## config.mk

```make
export PLATFORM = sky130hd
export DESIGN_NAME = mux4_rr_arbiter
export DESIGN_NICKNAME = d
export VERILOG_FILES = /design/src/rtl/mux_ctrl_pkg.sv /design/src/rtl/rr_pick.sv /design/src/rtl/mux4_rr_arbiter.sv
export SDC_FILE = /design/constraint.sdc
export NUM_CORES = 1
export LEC_CHECK = 0
export ABC_AREA = 1
export CAP_MARGIN = 20
export CORE_UTILIZATION = 39
export CTS_CLUSTER_SIZE = 8
export DETAILED_ROUTE_END_ITERATION = 7
export MAX_ROUTING_LAYER = met4
export SETUP_SLACK_MARGIN = 0.15
export SKIP_LAST_GASP = 1
export SLEW_MARGIN = 20
export SYNTH_ARGS = -nofsm -noshare
export SYNTH_HDL_FRONTEND = slang
export SYNTH_SLANG_ARGS = --single-unit
```

## constraint.sdc

```tcl
create_clock -name clk -period 3.3 [get_ports clk]
set_input_delay 0.99 -clock clk [delete_from_list [all_inputs] [get_ports clk]]
set_output_delay 0.99 -clock clk [all_outputs]
set_load 0.1 [all_outputs]
```

## src/rtl/mux_ctrl_pkg.sv

```systemverilog
// -----------------------------------------------------------------------------
// mux_ctrl_pkg
// Shared types and helpers for the 4-input mux round-robin arbiter.
//   N_REQ  : number of requesters sharing the mux
//   SEL_W  : width of the mux select / requester index
//   state_t: arbiter state (IDLE, GRANT)
//   onehot : index -> N_REQ-bit one-hot vector
// -----------------------------------------------------------------------------
package mux_ctrl_pkg;

   localparam int N_REQ = 4;
   localparam int SEL_W = 2;

   typedef enum logic {
      IDLE  = 1'b0,
      GRANT = 1'b1
   } state_t;

   function automatic logic [N_REQ-1:0] onehot(input logic [SEL_W-1:0] idx);
      logic [N_REQ-1:0] v;
      v      = '0;
      v[idx] = 1'b1;
      return v;
   endfunction

endpackage

```

## src/rtl/rr_pick.sv

```systemverilog
// -----------------------------------------------------------------------------
// rr_pick
// Purely combinational round-robin picker. Scans indices last+1, last+2, ...
// (wrapping modulo N_REQ) and returns the first one whose request is high and
// not masked.
//   req   in  N_REQ  request lines
//   mask  in  N_REQ  requests to ignore (1 = ignore)
//   last  in  SEL_W  most recently served index (lowest priority)
//   idx   out SEL_W  winning index (0 when nothing found)
//   found out 1      a winner exists
// -----------------------------------------------------------------------------
module rr_pick
   import mux_ctrl_pkg::*;
(
   input  logic [N_REQ-1:0] req,
   input  logic [N_REQ-1:0] mask,
   input  logic [SEL_W-1:0] last,
   output logic [SEL_W-1:0] idx,
   output logic             found
);

   logic [N_REQ-1:0] cand;
   logic [SEL_W-1:0] k;

   // NOTE: every signal driven here gets a default before any branch, so no
   // path leaves it unassigned and no latch is inferred.
   always_comb begin
      cand  = req & ~mask;
      idx   = '0;
      found = 1'b0;
      k     = '0;
      // SEL_W-bit addition wraps modulo N_REQ; i == N_REQ revisits 'last'
      // itself, which is therefore the lowest-priority candidate.
      for (int i = 1; i <= N_REQ; i++) begin
         k = last + SEL_W'(i);
         if (!found && cand[k]) begin
            idx   = k;
            found = 1'b1;
         end
      end
   end

endmodule

```

## src/rtl/mux4_rr_arbiter.sv

```systemverilog
// -----------------------------------------------------------------------------
// mux4_rr_arbiter
// Round-robin arbiter sharing one 4-input mux between four requesters, with a
// hold limit so one owner cannot monopolise the mux while others wait.
//   clk      in  1      system clock, rising edge
//   rst_n    in  1      asynchronous active-low reset
//   req      in  4      request lines
//   sel      out 2      mux select (granted index; held while idle)
//   gnt      out 4      one-hot grant, zero when idle
//   busy     out 1      a grant is active
//   hold_cnt out CNT_W  cycles the current grant has been held
// All outputs are registered.
// -----------------------------------------------------------------------------
module mux4_rr_arbiter
   import mux_ctrl_pkg::*;
#(
   parameter int MAX_HOLD = 8,   // 0 = unlimited tenure
   parameter int CNT_W    = 4    // 2**CNT_W must exceed MAX_HOLD
) (
   input  logic             clk,
   input  logic             rst_n,
   input  logic [N_REQ-1:0] req,
   output logic [SEL_W-1:0] sel,
   output logic [N_REQ-1:0] gnt,
   output logic             busy,
   output logic [CNT_W-1:0] hold_cnt
);

   localparam logic [CNT_W-1:0] HOLD_LIM = CNT_W'(MAX_HOLD);
   // With no limit the counter still saturates, just at its maximum value.
   localparam logic [CNT_W-1:0] HOLD_SAT = (MAX_HOLD == 0) ? {CNT_W{1'b1}} : HOLD_LIM;

   state_t           state_q, state_d;
   logic [SEL_W-1:0] last_q, last_d;
   logic [SEL_W-1:0] sel_d;
   logic [N_REQ-1:0] gnt_d;
   logic             busy_d;
   logic [CNT_W-1:0] hold_d;

   logic [N_REQ-1:0] pick_mask;
   logic [SEL_W-1:0] pick_last;
   logic [SEL_W-1:0] pick_idx;
   logic             pick_found;
   logic [N_REQ-1:0] others;
   logic             limit_hit;
   logic             release_w;

   // In GRANT the picker only matters on release, where last becomes the
   // owner and the owner is excluded; in IDLE it uses the stored pointer.
   assign pick_mask = (state_q == GRANT) ? onehot(sel) : '0;
   assign pick_last = (state_q == GRANT) ? sel : last_q;

   rr_pick u_pick (
      .req   (req),
      .mask  (pick_mask),
      .last  (pick_last),
      .idx   (pick_idx),
      .found (pick_found)
   );

   // While granted, sel is the owner index.
   assign others    = req & ~onehot(sel);
   assign limit_hit = (MAX_HOLD != 0) && (hold_cnt == HOLD_LIM) && (|others);
   assign release_w = !req[sel] || limit_hit;

   always_comb begin
      state_d = state_q;
      last_d  = last_q;
      sel_d   = sel;
      gnt_d   = gnt;
      busy_d  = busy;
      hold_d  = hold_cnt;
      unique case (state_q)
         IDLE: begin
            if (pick_found) begin
               state_d = GRANT;
               sel_d   = pick_idx;
               gnt_d   = onehot(pick_idx);
               busy_d  = 1'b1;
               hold_d  = CNT_W'(1);
            end
         end
         GRANT: begin
            if (release_w) begin
               last_d = sel;
               if (pick_found) begin
                  // Direct handover on the same edge: no idle bubble.
                  sel_d  = pick_idx;
                  gnt_d  = onehot(pick_idx);
                  hold_d = CNT_W'(1);
               end else begin
                  state_d = IDLE;
                  gnt_d   = '0;
                  busy_d  = 1'b0;
                  hold_d  = '0;
               end
            end else if (hold_cnt != HOLD_SAT) begin
               hold_d = hold_cnt + CNT_W'(1);
            end
         end
         default: state_d = IDLE;
      endcase
   end

   // NOTE: sequential state uses non-blocking assignments so every register
   // samples the pre-edge values, independent of statement order.
   always_ff @(posedge clk or negedge rst_n) begin
      if (!rst_n) begin
         state_q  <= IDLE;
         last_q   <= SEL_W'(N_REQ - 1);   // index 0 wins first after reset
         sel      <= '0;
         gnt      <= '0;
         busy     <= 1'b0;
         hold_cnt <= '0;
      end else begin
         state_q  <= state_d;
         last_q   <= last_d;
         sel      <= sel_d;
         gnt      <= gnt_d;
         busy     <= busy_d;
         hold_cnt <= hold_d;
      end
   end

endmodule

```

Word level (Yosys, flattened, before mapping)
Cells that the tools add are included.
Widths: inputs -> output; s select.
{"block": "totals", "out_inout_bits": 11, "wordCells": 88, "reg_bits": 14}
{"block": "classes", "muxes": 43, "n_lt_le_gt_ge": 8, "reduce_logical": 16, "n_eq_ne": 6, "n_bitwise": 5, "n_addsub": 4}
{"operator": "$mux 4", "count": 7}
{"operator": "$lt 2x3->1 const B", "count": 6}
{"operator": "$mux 1", "count": 17}
{"operator": "$pmux 4 s2", "count": 2}
{"operator": "$mux 2", "count": 7}
{"operator": "$bmux 1 s2", "count": 5}
{"operator": "$and 4x4->4", "count": 2}
{"operator": "$not 4->4", "count": 2}
{"operator": "$logic_and 1x1->1", "count": 6}
{"operator": "$reduce_and 2->1", "count": 3}
{"operator": "$add 2x2->2 const B", "count": 2}
{"operator": "$add 4x1->4 const B", "count": 1}
{"operator": "$demux 1 s2", "count": 2}
{"operator": "$eq 4x4->1 const B", "count": 1}
{"operator": "$ge 2x1->1 const B", "count": 2}
{"operator": "$logic_not 1->1", "count": 4}
{"operator": "$ne 2x2->1 const B", "count": 2}
{"operator": "$ne 4x4->1 const B", "count": 1}
{"operator": "$pmux 1 s2", "count": 2}
{"operator": "$pmux 2 s2", "count": 1}
{"operator": "$reduce_or 4->1", "count": 1}
{"operator": "$ne 3x1->1 const B", "count": 1}
{"operator": "$reduce_and 3->1", "count": 1}
{"operator": "$add 2x1->2 const B", "count": 1}
{"operator": "other kinds (3)", "count": 3}

Depth between registers and ports, before layout
Gate-level depths: netlist of run 1.
{"block": "depth", "ltp_word": 26, "depth_mapped": 17, "mapped_depth_nobuf": 15}

Modules after synthesis
From an unflattened synthesis of run 1, not the netlist that was laid out.
{"block": "hier_totals", "hier_cells": 162, "hier_area_um2": 1127.3}
{"mod": "mux4_rr_arbiter", "n_inst": 1, "area_each_um2": 810.8, "cells_each": 107}
{"mod": "rr_pick", "n_inst": 1, "area_each_um2": 316.6, "cells_each": 55}

Worst setup path after synthesis of run 1
OpenSTA, ideal clock, no wires.
{"block": "synth_path", "path_type": "register to register", "startpoint": "reg sel[0]", "endpoint": "reg hold_cnt[3]", "period_less_slack_ps": 2722, "stages_incl_launch_ff": 17, "setup_time_ps": 72, "t_arrival_ps": 2649, "path_slack_ps": 578, "cell_sequence": "dfrtp_1 buf_6 inv_2 nand2_1 nand2_2 buf_6 nand2_2 nand2_2 nand2_2 nand2_2 nand3_4 nor2_4 ha_1 nor2_1 nand4_1 xor2_1 nor2_1"}
{"block": "synth_between", "elab_chain_len": 21}
{"element": "start: declaration", "line_no": "mux4_rr_arbiter.sv:23", "rtl": "output logic [SEL_W-1:0] sel,"}
{"element": "start signal: assignment", "line_no": "mux4_rr_arbiter.sv:118", "rtl": "sel <= sel_d;"}
{"element": "$lt 2x3->1 (implied by the code) or $ge 2x1->1 (tied branches)", "line_no": "mux_ctrl_pkg.sv:22", "rtl": "v[idx] = 1'b1;"}
{"element": "$logic_and 1x1->1 (implied by the code)", "line_no": "mux_ctrl_pkg.sv:22"}
{"element": "$mux 1 (implied by the code)", "line_no": "mux_ctrl_pkg.sv:22"}
{"element": "$demux 1 s2", "line_no": "mux_ctrl_pkg.sv:22"}
{"element": "$mux 4", "line_no": "mux4_rr_arbiter.sv:50", "rtl": "assign pick_mask = (state_q == GRANT) ? onehot(sel) : '0;"}
{"element": "$not 4->4", "line_no": "rr_pick.sv:28", "rtl": "cand = req & ~mask;"}
{"element": "$and 4x4->4", "line_no": "rr_pick.sv:28"}
{"element": "$bmux 1 s2", "line_no": "rr_pick.sv:36", "rtl": "if (!found && cand[k]) begin"}
{"element": "[5 not listed]"}
{"element": "$logic_not 1->1", "line_no": "rr_pick.sv:36"}
{"element": "$logic_and 1x1->1", "line_no": "rr_pick.sv:36"}
{"element": "$mux 1", "line_no": "rr_pick.sv:36"}
{"element": "$logic_not 1->1", "line_no": "rr_pick.sv:36"}
{"element": "$logic_and 1x1->1", "line_no": "rr_pick.sv:36"}
{"element": "$mux 1", "line_no": "rr_pick.sv:36"}
{"element": "$ne 2x2->1 (no line)"}
{"element": "$reduce_and 2->1 (no line)"}
{"element": "end signal: assignment", "line_no": "mux4_rr_arbiter.sv:121", "rtl": "hold_cnt <= hold_d;"}
{"element": "end: declaration", "line_no": "mux4_rr_arbiter.sv:26", "rtl": "output logic [CNT_W-1:0] hold_cnt"}
Parallel ways exist; a longest one is shown, timed or not. The select of a mux whose other input is x is not followed.
A chain may end at the register's enable or synchronous reset.

Final worst setup path of run 1
{"block": "layout_path", "startpoint": "in req[3]", "endpoint": "reg hold_cnt[3]"}
{"block": "layout_between", "elab_chain_len": 15}
{"element": "start: declaration", "line_no": "mux4_rr_arbiter.sv:22", "rtl": "input logic [N_REQ-1:0] req,"}
{"element": "$and 4x4->4", "line_no": "rr_pick.sv:28"}
{"element": "$bmux 1 s2", "line_no": "rr_pick.sv:36"}
{"element": "$mux 1 (implied by the code)", "line_no": "rr_pick.sv:36"}
{"element": "$mux 1", "line_no": "rr_pick.sv:36"}
{"element": "$logic_not 1->1", "line_no": "rr_pick.sv:36"}
{"element": "$logic_and 1x1->1", "line_no": "rr_pick.sv:36"}
{"element": "$mux 1", "line_no": "rr_pick.sv:36"}
{"element": "$logic_not 1->1", "line_no": "rr_pick.sv:36"}
{"element": "$logic_and 1x1->1", "line_no": "rr_pick.sv:36"}
{"element": "$mux 1", "line_no": "rr_pick.sv:36"}
{"element": "$logic_not 1->1", "line_no": "rr_pick.sv:36"}
{"element": "$logic_and 1x1->1", "line_no": "rr_pick.sv:36"}
{"element": "$mux 1", "line_no": "rr_pick.sv:36"}
{"element": "$ne 2x2->1 (no line)"}
{"element": "$reduce_and 2->1 (no line)"}
Parallel ways exist; a longest one is shown, timed or not. The select of a mux whose other input is x is not followed.

==> results of run 1 <==
[final cells by class]
class                   count  area, µm²  share of cell area [%]
inverters                  14       57.6                    4.32
well taps                  31       38.8                    2.91
clock buffers               4       36.3                    2.73
flip-flops and latches     14        353                    26.5
multi-input cells         142        713                    53.6
repair buffers             16        133                    9.96
[cell usage after synthesis, types with 2 or more instances]
cell type / count / area share (%)
sky130_fd_sc_hd__nand2_1: 63 / 20
sky130_fd_sc_hd__nand3_1: 22 / 9.5
sky130_fd_sc_hd__nand2_2: 15 / 8.1
sky130_fd_sc_hd__dfrtp_1: 12 / 26
sky130_fd_sc_hd__nor2_1: 12 / 3.9
sky130_fd_sc_hd__inv_1: 11 / 3.6
sky130_fd_sc_hd__o21ai_0: 9 / 3.9
sky130_fd_sc_hd__nand4_1: 4 / 2.2
sky130_fd_sc_hd__buf_6: 3 / 2.9
sky130_fd_sc_hd__ha_1: 3 / 3.2
sky130_fd_sc_hd__a21oi_1: 2 / 0.86
sky130_fd_sc_hd__dfstp_2: 2 / 4.5
sky130_fd_sc_hd__inv_2: 2 / 0.65
sky130_fd_sc_hd__nand2_4: 2 / 1.9
sky130_fd_sc_hd__nor2_4: 2 / 1.9
sky130_fd_sc_hd__o22ai_1: 2 / 1.1
[stage by stage]
stage,hold WS (ps),worst slack [ps],instances,instance area (µm²),util [%]
6_report,488,560,221,1330,47.9
5_1_grt,515,385,221,1330,47.9
4_1_cts,497,574,221,1330,47.9
3_5_place_dp,468,274,217,1290,46.6
3_3_place_gp,470,320,217,1290,46.6
2_1_floorplan,483,578,174,1160,-
[sequential cells by signal (all words and copies together), names as in the netlist]
| signal | count |
|---|---|
| gnt | 4 |
| hold_cnt | 4 |
| last_q | 2 |
| sel | 2 |
| busy | 1 |
| state_q | 1 |
[routing by layer]
metal | global-route usage, % | vias up
met5 | - | -
met4 | 6.62 | 0
met3 | 1.61 | 3
met2 | 26.4 | 26
met1 | 23.5 | 476
li1 | - | 590
[logic make-up (layout without fill, tap and decap cells)]
kind of cell / after synthesis / after routing
buffers and inverters: 18 / 34
xor gates and xnor gates: 1 / 1
and+or+nand+nor: 123 / 123
adders and majority gates: 3 / 3
DFF: 14 / 14
AOI/OAI and AO/OA: 15 / 15
[worst paths after layout]
path                              start           to  slack, ps  depth (start not counted)
worst min register to register   gnt[1]       gnt[1]        490                          2
min in group asynchronous         rst_n  hold_cnt[1]       1080                          1
worst max-delay path             req[3]  hold_cnt[3]        560                         13
max in group asynchronous         rst_n       gnt[3]       1790                          1
worst max register to register  state_q  hold_cnt[3]        900                         14
worst min-delay path             gnt[1]       gnt[1]        490                          2
[worst max-delay path, stage by stage]
cell                              delay (ps)
sky130_fd_sc_hd__clkdlybuf4s50_1         530
sky130_fd_sc_hd__nand2_1                  90
sky130_fd_sc_hd__nand2_1                  60
sky130_fd_sc_hd__nand2_1                  40
sky130_fd_sc_hd__nand3_1                  70
sky130_fd_sc_hd__nand2_1                 140
sky130_fd_sc_hd__nand3_4                 150
sky130_fd_sc_hd__nor2_4                   50
sky130_fd_sc_hd__ha_1                    190
sky130_fd_sc_hd__nor2_1                  260
sky130_fd_sc_hd__nand4_1                 150
sky130_fd_sc_hd__xor2_1                  160
sky130_fd_sc_hd__nor2_1                   90
==> metrics, run 1 <==
setup TNS after final layout=0 ps; Inserted Diodes=0; via count=1,095; post-synthesis mux area share=0%; clock sinks=14; most instantiated flip-flop cell in the synthesis netlist=sky130_fd_sc_hd__dfrtp_1; nets in the synthesized netlist=183; share of the clock period used by the worst path after layout=83.0%; Slew Limit Headroom=57.2%; routed via count divided by cell count=4.95; flip-flop and latch count after synthesis=14; total length of routed met3 wires=89 µm; top achievable clock speed=365 MHz; number of enable flip-flop cells after synthesis=0; post-synthesis sequential area ratio=30.4%; initial core utilization=41.8%; post-synthesis instance area=1160 µm²; CTS root buffer=sky130_fd_sc_hd__clkbuf_4; Synth Area in Adders=3.23%; routability congestion estimate=0.863; simple-gate portion of the synthesized area=50.4%; wire length of the first global-routing pass=4330 µm; number of antenna violations at the first check in global routing=0; wire length on met2=1100 µm; count of yosys warnings during synthesis=0; outcome=finished, final reports clean; detailed router's first-iteration violation count=39; worst-path fanout max=5; WL met1=1280 µm; CP Launch Type=primary input; clock tree from TritonCTS=yes; unique cell type count in the Yosys netlist=24; Layout area overhead=14.5%; average wire per cell in the routed design=11.3 µm; data required time at the worst endpoint=3530 ps; pin slew with the least headroom to its limit=640 ps; total DRC errors in the routed layout=0; average cell area after synthesis=6.68 µm²; main combinational cell family by area after synthesis=simple AND/OR/NAND/NOR gates; clock-pin slew on the worst setup and hold paths=90 ps; final hold viol count=0; Final Critical Period=2740 ps; crit path kind=in2reg; final global-route overflow total=0; die height=56.6 µm; area share of xor/xnor cells in the synthesized design=0.753%; final count of negative-setup-slack endpoints=0; number of nets in the layout=200; maximum capacitance violations=0; type of the tightest min-delay check=reg2reg; synthesized instance count=174; port bufs=16; top sig layer=met4; CTS Hold Bufs=0; Fillers=286; clock buffers created by TritonCTS=3; core outline area=2780 µm²; area fraction in compound gates after synthesis=7.00%; die area=3200 µm²; setup repair bufs after CTS=0; IO Pins=17; Detail Route Antenna Nets=0; arrival time reported for the critical path endpoint=2970 ps; endpoint type of the worst setup path=flip-flop; Setup Skew=9.96 ps; most common cell after layout, fill and taps aside=sky130_fd_sc_hd__nand2_1; global-route usage over all layers=17.2%; number of instances resized during post-cts repair=0; maximum number of pins on one net before global-route repair=15; final WL=2490 µm; leading cell types in the layout, fill and taps excluded=sky130_fd_sc_hd__nand2_1 (63), sky130_fd_sc_hd__nand3_1 (22), sky130_fd_sc_hd__nand2_2 (15); Final HPWL DP=1900 µm; via count of the first global-routing pass=1,012; die boundary width=56.6 µm; Pins Over Slew Limit=0; Async SR Flop Fraction=100%; RSZ-0062 raised after global routing=false; Worst-Skew Late Latency=290 ps; DR pass1 iterations=4; fraction of final layout cells with drive strength greater than 1=22.1%; row count=19; clk buf depth=2; level count of the clock H-tree=1
Power of run 1 is not shown: default switching activity piles up to over one toggle a cycle in this logic, so the estimate is an artifact.
==> run 2: changes to the inputs <==
==> constraint.sdc (replaced) <==
create_clock -name clk -period 2.8 [get_ports clk]
set_input_delay 0.84 -clock clk [delete_from_list [all_inputs] [get_ports clk]]
set_output_delay 0.84 -clock clk [all_outputs]
set_load 0.1 [all_outputs]
==> run 2 against run 1 <==
  * Routed wire length increased by 1.5%
  * First-iteration DRC count decreased by 33%
  * Clock-buffer cell count stayed put
  * Die area is the same
  * Non-clock buffer count rose by 5
  * Clock skew down 6.4 ps
  * Flip-flop and latch count unchanged
  * Register-to-register slack got worse by 440 ps
  * Setup slack lost 310 ps
  * Utilization rose by 1.5 points
  * Critical path depth unchanged
  * Cell count increased by 2.3%
  * Critical path type unchanged
  * Highest routed layer unchanged
==> metrics, run 2 (synthesis results as in run 1) <==
outcome=finished, final reports clean; die height=56.6 µm; Critical Path Max Stage Delay=530 ps; core outline area=2780 µm²; Detail Route Antenna Nets=0; Worst Setup SP=req[3]; detailed router's first-iteration violation count=26; Setup Skew=3.54 ps; level count of the clock H-tree=1; port bufs=16; Top Registers=gnt: 4 flops, hold_cnt: 4 flops; DR pass1 iterations=4; data required time at the worst endpoint=2970 ps; Inserted Diodes=0; Layout area overhead=18.2%; via count of the first global-routing pass=1,040; CP Depth=13; crit path kind=in2reg; worst-path cell with the longest stage delay=sky130_fd_sc_hd__clkdlybuf4s50_1; maximum number of pins on one net before global-route repair=15; die boundary width=56.6 µm; Worst-Skew Late Latency=280 ps; number of nets in the layout=205; final hold viol count=0; arrival time reported for the critical path endpoint=2720 ps; worst hold start=gnt[0]; via count=1,133; Final HPWL DP=1960 µm; setup repair bufs after CTS=0; CP Launch Type=primary input; final global-route overflow total=0; Final Critical Period=2550 ps; global-route usage over all layers=16.6%; wire length on met2=1180 µm; RSZ-0062 raised after global routing=true; IO Pins=17; pin slew with the least headroom to its limit=647 ps; top sig layer=met4; setup slack of the most critical reg-to-reg path=460 ps; total DRC errors in the routed layout=0; worst-path fanout max=4; share of the clock period used by the worst path after layout=91.1%; routed via count divided by cell count=5.01; clock buffers created by TritonCTS=3; routability congestion estimate=0.884; most common cell after layout, fill and taps aside=sky130_fd_sc_hd__nand2_1; top achievable clock speed=392 MHz; type of the tightest min-delay check=reg2reg; CP Buf/Inv Count=1; number of antenna violations at the first check in global routing=0; Top delay family on crit path=simple AND/OR/NAND/NOR gates; fraction of final layout cells with drive strength greater than 1=25.6%; maximum capacitance violations=0; CTS root buffer=sky130_fd_sc_hd__clkbuf_4; average wire per cell in the routed design=11.2 µm; initial core utilization=41.8%; final WL=2530 µm; Reg2Reg Depth=12; clk buf depth=2; wire length of the first global-routing pass=4210 µm; Pins Over Slew Limit=0; startpoint of the most critical register-to-register path=state_q; row count=19; final design utilization=49.4%; final count of negative-setup-slack endpoints=0; total length of routed met3 wires=99 µm; Slew Limit Headroom=56.7%; endpoint type of the worst setup path=flip-flop; critical path cell sequence=clkdlybuf4s50_1 -> nand2_1 -> nand2_1 -> nand2_1 -> nand3_1 -> nand2_1 -> nand3_4 -> nor2_4 -> ha_1 -> nor2_2 -> nand4_1 -> xor2_1 -> nor2_1; clock tree from TritonCTS=yes; WL met1=1240 µm; die area=3200 µm²; most numerous cell on the critical path=sky130_fd_sc_hd__nand2_1; clock-pin slew on the worst setup and hold paths=90 ps; worst hold path cell count=2; clock sinks=14; leading cell types in the layout, fill and taps excluded=sky130_fd_sc_hd__nand2_1 (63), sky130_fd_sc_hd__nand3_1 (22), sky130_fd_sc_hd__buf_4 (16)
-- run 2: routing by layer --
layer  global-route usage (%)  vias to the layer above
li1                         -                      599
met1                     21.5                      509
met2                     27.4                       23
met3                     1.84                        2
met4                     5.23                        0
met5                        -                        -
-- run 2: cell type report --
| type | instances | area, µm² |
|---|---|---|
| Fill cell | 294 | 1410 |
| Multi-Input combinational cell | 142 | 716 |
| Sequential cell | 14 | 355 |
| Timing Repair Buffer | 21 | 170 |
| Inverter | 14 | 57.6 |
| Tap cell | 31 | 38.8 |
| Clock buffer | 4 | 36.3 |
-- run 2: per-stage QoR --
stage	setup slack, ps	hold slack [ps]	std cells	setup TNS [ps]	cell area [µm²]
final	248	495	226	0	1370
after global routing	118	510	226	0	1370
after CTS	251	502	226	0	1370
after detailed placement	-30.6	471	222	-30.6	1340
after global placement	34.9	470	222	0	1340
after floorplan	357	483	174	0	1160
-- run 2: worst min-delay path: stages (launching register included) --
cell	delay, ps
sky130_fd_sc_hd__dfrtp_1	360
sky130_fd_sc_hd__nand2_1	50
sky130_fd_sc_hd__nand2_1	60
-- run 2: final timing paths --
path                               end
max                        hold_cnt[3]
min                             gnt[0]
max reg2reg                hold_cnt[3]
min reg2reg                     gnt[0]
max in group asynchronous       sel[0]
min in group asynchronous         busy
-- run 2: timing repair --
| action | in CTS | in global routing |
|---|---|---|
| hold buffers | 0 | 0 |
| setup endpoints to repair | 0 | 3 |
| gates resized for setup | 0 | 1 |
Power of run 2 is left out for the same reason.
